`config.mk`:
```
export PLATFORM = sky130hd
export DESIGN_NAME = imem_boot_loader
export DESIGN_NICKNAME = d
export VERILOG_FILES = /design/src/rtl/imem_boot_loader.sv
export SDC_FILE = /design/constraint.sdc
export NUM_CORES = 1
export LEC_CHECK = 0
export CAP_MARGIN = 15
export CORE_MARGIN = 1
export CORE_UTILIZATION = 50
export DETAILED_ROUTE_END_ITERATION = 16
export GPL_TIMING_DRIVEN = 0
export PLACE_DENSITY = 0.72
export SYNTH_ARGS = -nofsm -noshare
export SYNTH_HDL_FRONTEND = slang
export SYNTH_SLANG_ARGS = --single-unit
```
`constraint.sdc`:
```
create_clock -name clk -period 9.15 [get_ports clk]
set_input_delay 1.3725 -clock clk [delete_from_list [all_inputs] [get_ports clk]]
set_output_delay 1.3725 -clock clk [all_outputs]
set_load 0.05 [all_outputs]
```
`src/rtl/imem_boot_loader.sv`:
```
// ============================================================================
// Module   : imem_boot_loader
// Brief    : Streams a byte-wise program image into instruction memory and
//            holds the CPU in reset until the image is complete.
//            Optional trailing XOR checksum: define IMEM_BOOT_CHECKSUM_EN.
// Revision : 1.0
// ============================================================================
`default_nettype none

module imem_boot_loader #(
    parameter int DEPTH = 256,
    parameter int AW    = 8
) (
    input  logic          clk,
    input  logic          reset,
    input  logic          byte_valid,
    input  logic [7:0]    byte_data,
    output logic          byte_ready,
    input  logic          reload,
    output logic          imem_we,
    output logic [AW-1:0] imem_wa,
    output logic [31:0]   imem_wd,
    output logic          cpu_reset,
    output logic          done,
    output logic          error
);

    typedef enum logic [2:0] {
`ifdef IMEM_BOOT_CHECKSUM_EN
        CSUM   = 3'd7,
`endif
        INIT   = 3'd0,
        CNT_LO = 3'd1,
        CNT_HI = 3'd2,
        DATA   = 3'd3,
        WRITE  = 3'd4,
        RUN    = 3'd5,
        ERR    = 3'd6
    } state_t;

    // State reached once the last word (or an empty image) has been written.
`ifdef IMEM_BOOT_CHECKSUM_EN
    localparam state_t C_TAIL_STATE = CSUM;
`else
    localparam state_t C_TAIL_STATE = RUN;
`endif

    localparam logic [16:0] C_DEPTH = 17'(DEPTH);

    state_t       r_state;
    state_t       w_next_state;

    logic [15:0]  r_count;
    logic [15:0]  r_word_idx;
    logic [1:0]   r_byte_idx;
    logic [31:0]  r_word_buf;
    logic [AW-1:0] r_wa;
    logic [31:0]  r_wd;
    logic         r_cpu_reset;
    logic         r_done;
    logic         r_error;
`ifdef IMEM_BOOT_CHECKSUM_EN
    logic [7:0]   r_csum;
`endif

    logic         w_reload;
    logic         w_xfer;
    logic [15:0]  w_count_full;
    logic         w_last_word;

    // reload is meaningless while already waiting for the first count byte.
    assign w_reload     = reload && (r_state != CNT_LO);
    assign w_xfer       = byte_valid && byte_ready;
    assign w_count_full = {byte_data, r_count[7:0]};
    assign w_last_word  = ((r_word_idx + 16'd1) == r_count);

    assign imem_wa   = r_wa;
    assign imem_wd   = r_wd;
    assign cpu_reset = r_cpu_reset;
    assign done      = r_done;
    assign error     = r_error;

    always_ff @(posedge clk or posedge reset) begin
        if (reset) begin
            r_state <= INIT;
        end else begin
            r_state <= w_next_state;
        end
    end

    always_comb begin
        w_next_state = r_state;
        byte_ready   = 1'b0;
        imem_we      = 1'b0;
        case (r_state)
            INIT: begin
                w_next_state = CNT_LO;
            end
            CNT_LO: begin
                byte_ready = 1'b1;
                if (byte_valid) begin
                    w_next_state = CNT_HI;
                end
            end
            CNT_HI: begin
                byte_ready = 1'b1;
                if (byte_valid) begin
                    if ({1'b0, w_count_full} > C_DEPTH) begin
                        w_next_state = ERR;
                    end else if (w_count_full == 16'd0) begin
                        w_next_state = C_TAIL_STATE;
                    end else begin
                        w_next_state = DATA;
                    end
                end
            end
            DATA: begin
                byte_ready = 1'b1;
                if (byte_valid && (r_byte_idx == 2'd3)) begin
                    w_next_state = WRITE;
                end
            end
            WRITE: begin
                imem_we      = 1'b1;
                w_next_state = w_last_word ? C_TAIL_STATE : DATA;
            end
`ifdef IMEM_BOOT_CHECKSUM_EN
            CSUM: begin
                byte_ready = 1'b1;
                if (byte_valid) begin
                    w_next_state = (byte_data == r_csum) ? RUN : ERR;
                end
            end
`endif
            RUN: begin
                w_next_state = RUN;
            end
            ERR: begin
                w_next_state = ERR;
            end
            default: begin
                w_next_state = INIT;
            end
        endcase
        // reload wins over any concurrent byte or write.
        if (w_reload) begin
            w_next_state = CNT_LO;
            byte_ready   = 1'b0;
            imem_we      = 1'b0;
        end
    end

    always_ff @(posedge clk or posedge reset) begin
        if (reset) begin
            r_count    <= 16'd0;
            r_word_idx <= 16'd0;
            r_byte_idx <= 2'd0;
            r_word_buf <= 32'd0;
            r_wa       <= '0;
            r_wd       <= 32'd0;
        end else begin
            if (w_xfer) begin
                case (r_state)
                    CNT_LO: begin
                        r_count[7:0] <= byte_data;
                    end
                    CNT_HI: begin
                        r_count[15:8] <= byte_data;
                        r_byte_idx    <= 2'd0;
                        r_word_idx    <= 16'd0;
                    end
                    DATA: begin
                        r_word_buf[{r_byte_idx, 3'b000} +: 8] <= byte_data;
                        r_byte_idx <= r_byte_idx + 2'd1;
                        // Write port registers only move when a word completes.
                        if (r_byte_idx == 2'd3) begin
                            r_wa <= r_word_idx[AW-1:0];
                            r_wd <= {byte_data, r_word_buf[23:0]};
                        end
                    end
                    default: begin
                    end
                endcase
            end
            if (imem_we) begin
                r_word_idx <= r_word_idx + 16'd1;
            end
            if (w_reload) begin
                r_byte_idx <= 2'd0;
            end
        end
    end

    always_ff @(posedge clk or posedge reset) begin
        if (reset) begin
            r_cpu_reset <= 1'b1;
            r_done      <= 1'b0;
            r_error     <= 1'b0;
        end else begin
            r_cpu_reset <= !((r_state == RUN) && !w_reload);
            r_done      <= (r_state == RUN) && !w_reload;
            r_error     <= (r_state == ERR) && !w_reload;
        end
    end

`ifdef IMEM_BOOT_CHECKSUM_EN
    always_ff @(posedge clk or posedge reset) begin
        if (reset) begin
            r_csum <= 8'd0;
        end else if ((w_next_state == CNT_LO) && (r_state != CNT_LO)) begin
            r_csum <= 8'd0;
        end else if (w_xfer && (r_state != CSUM)) begin
            r_csum <= r_csum ^ byte_data;
        end
    end
`endif

endmodule

`default_nettype wire

```
==> metrics.txt <==
# TYPE chip_impl_metric gauge
chip_impl_info{name="timing_worst_setup_path_type",value="input pin to output pin"} 1
chip_impl_metric{name="power.sequential.fraction",unit=""} 0.477
chip_impl_metric{name="iter_0_drt_violations",unit=""} 136
chip_impl_metric{name="yosysUniqueCellTypes",unit=""} 53
chip_impl_info{name="synth_most_common_cell",value="sky130_fd_sc_hd__dfrtp_1"} 1
chip_impl_metric{name="synth.area.mux_share",unit=""} 0.126
chip_impl_metric{name="finalSetupTns",unit="ps"} 0
chip_impl_metric{name="seq_area_frac_synth",unit=""} 0.521
chip_impl_info{name="hp-class",value="flop to flop"} 1
chip_impl_metric{name="hpwl",unit="µm"} 7810
chip_impl_metric{name="p_comb_frac",unit=""} 0.295
chip_impl_metric{name="via_count",unit=""} 3816
chip_impl_metric{name="gp_routability_congestion",unit=""} 0.905
chip_impl_metric{name="htree_levels",unit=""} 3
chip_impl_info{name="rsz_0062_raised_after_global_routing",value="false"} 1
chip_impl_metric{name="chipWidth",unit="µm"} 102
chip_impl_metric{name="routed_wire_length_per_instance",unit="µm"} 16.2
chip_impl_metric{name="grt_start_max_net_pins",unit=""} 73
chip_impl_info{name="synth.largest_area_cell",value="sky130_fd_sc_hd__dfrtp_1"} 1
chip_impl_metric{name="netSwitchingPower",unit="mW"} 0.448
chip_impl_metric{name="number_of_nets_in_the_layout",unit=""} 566
chip_impl_metric{name="layout_min_cycle_time",unit="ps"} 5140
chip_impl_metric{name="setup-violations-final",unit=""} 0
chip_impl_metric{name="worst_ep_arrival_time",unit="ps"} 3770
chip_impl_metric{name="die-height",unit="µm"} 102
chip_impl_metric{name="drive_above_1_share",unit=""} 0.163
chip_impl_metric{name="critPathBufInv",unit=""} 4
chip_impl_metric{name="portBuffers",unit=""} 55
chip_impl_metric{name="grt_remaining_overflow",unit=""} 0
chip_impl_metric{name="max-vdd-ir-drop",unit="µV"} 135
chip_impl_info{name="yosys_most_used_dff",value="sky130_fd_sc_hd__dfrtp_1"} 1
chip_impl_info{name="critical_path.cell_chain",value="clkdlybuf4s50_1 > nand2b_1 > nand2b_1 > inv_1 > clkbuf_1 > clkdlybuf4s50_1"} 1
chip_impl_metric{name="syn-cell-area",unit="µm²"} 5000
chip_impl_metric{name="worstSkewPairLatency",unit="ps"} 380
chip_impl_metric{name="avg_synthesized_cell_area",unit="µm²"} 10.4
chip_impl_metric{name="synth_fp_nets",unit=""} 499
chip_impl_info{name="critical_path.endpoint_type",value="output pin"} 1
chip_impl_metric{name="drtAntennaViolNets",unit=""} 0
chip_impl_info{name="main_combinational_cell_family_by_area_after_synthesis",value="simple AND/OR/NAND/NOR gates"} 1
chip_impl_metric{name="power_frac_clock",unit=""} 0.227
chip_impl_info{name="tritoncts",value="built"} 1
chip_impl_metric{name="max_freq",unit="MHz"} 194
chip_impl_metric{name="floorplan.io_pins",unit=""} 57
chip_impl_metric{name="finalMaxSlewViolations",unit=""} 0
chip_impl_info{name="status",value="finished, final reports clean"} 1
chip_impl_metric{name="synthToLayoutAreaGrowth",unit="%"} 18.6
chip_impl_metric{name="number_of_global_route_vias_before_repair",unit=""} 3739
chip_impl_metric{name="fp.coreArea",unit="µm²"} 9730
chip_impl_metric{name="max-clock-path-buffers",unit=""} 2
chip_impl_metric{name="place_area",unit="µm²"} 5740
chip_impl_metric{name="initial_antenna_violation_count",unit=""} 0
chip_impl_metric{name="synth-seq-cells",unit=""} 104
chip_impl_metric{name="die_area",unit="µm²"} 10400
chip_impl_metric{name="worst-path-max-fanout",unit=""} 10
chip_impl_metric{name="maxCapViolations",unit=""} 0
chip_impl_metric{name="synth-xor-area-share",unit=""} 0.0386
chip_impl_metric{name="numClockSinks",unit=""} 104
chip_impl_metric{name="p_leak",unit="nW"} 2.60
chip_impl_metric{name="yosys_warnings",unit=""} 0
chip_impl_metric{name="power.density",unit="nW/µm²"} 209
chip_impl_metric{name="whs_path_depth",unit=""} 2
chip_impl_metric{name="simple_gate_area_share_of_the_yosys_netlist",unit=""} 0.158
chip_impl_metric{name="post_synth_edffs",unit=""} 0
chip_impl_metric{name="worst-endpoint-required",unit="ps"} 7780
chip_impl_metric{name="cts_setup_buffers",unit=""} 0
chip_impl_metric{name="worst_pin_slew",unit="ps"} 1050
chip_impl_metric{name="synth_top_area_share",unit=""} 0.516
chip_impl_metric{name="synth_fa_ha_area_frac",unit=""} 0.0170
chip_impl_metric{name="switching_share",unit=""} 0.361
chip_impl_metric{name="timing.final.hold_violations",unit=""} 0
chip_impl_info{name="ys_top_cells_by_area",value="sky130_fd_sc_hd__dfrtp_1, sky130_fd_sc_hd__mux2_2, sky130_fd_sc_hd__o21ai_0"} 1
chip_impl_metric{name="path_clk_slew",unit="ps"} 110
chip_impl_metric{name="grt_first_pass_wirelength",unit="µm"} 18400
chip_impl_metric{name="finalPower",unit="mW"} 1.24
chip_impl_info{name="netlist_top_cells_count",value="sky130_fd_sc_hd__dfrtp_1, sky130_fd_sc_hd__nand2_1, sky130_fd_sc_hd__o21ai_0"} 1
chip_impl_metric{name="grt_util_all_layers",unit=""} 0.230
chip_impl_metric{name="cts-resized-gates",unit=""} 0
chip_impl_info{name="timing.critical_path.max_delay_family",value="buffers and inverters"} 1
chip_impl_metric{name="reg2reg_depth",unit=""} 7
chip_impl_metric{name="final_cycle_share",unit=""} 0.562
chip_impl_metric{name="cp_slowest_stage_delay",unit="ps"} 910
chip_impl_metric{name="finish.utilization",unit=""} 0.609
chip_impl_metric{name="critical_path_cell_count",unit=""} 6
chip_impl_metric{name="tritoncts_buffers",unit=""} 9
chip_impl_metric{name="layout.cell_area.non_filler",unit="µm²"} 5930
chip_impl_info{name="cts_root_buffer",value="sky130_fd_sc_hd__clkbuf_8"} 1
chip_impl_metric{name="core_rows",unit=""} 36
chip_impl_metric{name="async_reset_ff_frac",unit=""} 1.00
chip_impl_info{name="library_cell_contributing_the_largest_single_delay_on_the_critical_path",value="sky130_fd_sc_hd__clkdlybuf4s50_1"} 1
chip_impl_metric{name="synth_compound_gate_area_share",unit=""} 0.109
chip_impl_metric{name="initial_util",unit=""} 0.514
chip_impl_metric{name="routed_wl",unit="µm"} 11100
chip_impl_metric{name="drtPass1Iterations",unit=""} 4
chip_impl_metric{name="power_report.internal_total",unit="mW"} 0.792
chip_impl_metric{name="number_of_inserted_diodes",unit=""} 0
chip_impl_metric{name="detail_route.drc_violations",unit=""} 0
chip_impl_metric{name="worst_clock_skew",unit="ps"} 19.1
chip_impl_metric{name="cts-hold-fix-buffers",unit=""} 0
chip_impl_metric{name="vias_per_cell",unit=""} 5.57
chip_impl_metric{name="slew_hr",unit=""} 0.298
chip_impl_info{name="startpoint_type",value="input pin"} 1
chip_impl_metric{name="postSynthCellCount",unit=""} 481
[final cells by class]
cell class                      instances  area [µm²]
Buffer                                 28         118
Multi-Input combinational cell        340        2240
Timing Repair Buffer                   56         578
Inverter                                9        36.3
Clock inverter                          6        60.1
Clock buffer                            9         124
Tap cell                              133         166
Fill cell                             837        3800
Sequential cell                       104        2600
[registers in the layout, indices dropped and copies added, names as in the netlist]
name,flops
error,1
imem_wa,8
cpu_reset,1
r_word_buf,24
r_state,3
imem_wd,32
done,1
r_count,16
r_word_idx,16
r_byte_idx,2
[power by group through the flow]
stage	combinational, mW	clock [mW]	sequential, mW
finish	0.366	0.282	0.592
global route	0.407	0.302	0.601
CTS	0.367	0.284	0.590
detailed placement	0.364	0	0.599
global placement	0.352	0	0.596
floorplan	0.264	0	0.598
[final timing paths]
check | from | slack [ps] | endpoint
worst max-delay path | reload | 4010 | imem_we
worst min-delay path | r_word_buf[21] | 490 | r_word_buf[21]
worst max register to register | r_word_idx[1] | 6400 | r_state[1]
worst min register to register | r_word_buf[21] | 490 | r_word_buf[21]
max in group asynchronous | reset | 7130 | r_word_idx[7]
min in group asynchronous | reset | 1330 | r_word_buf[9]
[layer usage]
layer	GRT usage	part of all wire	vias up	routed length, µm
met1	0.309	0.46	1877	5050
met3	0.0349	0.048	10	530
met4	0.0648	0.010	0	111
met2	0.389	0.49	99	5370
li1	-	-	1830	-
met5	0	0	-	0
[cell usage in the layout (no fill, tap or decap), drive strengths merged, types with 2 or more instances in the layout]
cell type,instances
dfrtp,103
nand2,74
o21ai,56
mux2,55
clkdlybuf4s50,55
clkbuf,25
nor2,24
xnor2,17
inv,14
a21oi,13
buf,13
nand4,12
nand3,9
nor4,8
nand2b,7
a31oi,6
ha,6
xor2,5
nor3,5
and3,4
o31ai,4
and4,4
nor3b,3
and2,2
or2,2
nor2b,2
a311oi,2
a211oi,2
o22ai,2
or4,2
[worst register-to-register path, stage by stage, from the launching register on]
cell and delay (ps):
sky130_fd_sc_hd__dfrtp_1 470, sky130_fd_sc_hd__ha_1 300, sky130_fd_sc_hd__nand3_2 270, sky130_fd_sc_hd__o41ai_1 370
sky130_fd_sc_hd__o221ai_1 190, sky130_fd_sc_hd__or4_1 510, sky130_fd_sc_hd__a2111oi_2 390, sky130_fd_sc_hd__a31oi_1 140
[per-stage QoR]
stage | worst slack [ps] | instances | hold slack [ps]
floorplan | 5000 | 481 | 446
global placement | 3630 | 669 | 461
detailed placement | 3990 | 670 | 471
CTS | 3970 | 685 | 497
global route | 3870 | 685 | 514
finish | 4010 | 685 | 492
[logic make-up (layout without fill, tap and decap cells)]
group / Yosys count / after routing
compound gates: 95 / 95
xor+xnor: 22 / 22
fa+ha+maj: 7 / 7
buf+inv: 37 / 108
flops: 104 / 104
mux: 56 / 56
simple gates: 160 / 160
No activity file was read; power rests on OpenSTA's default activity.
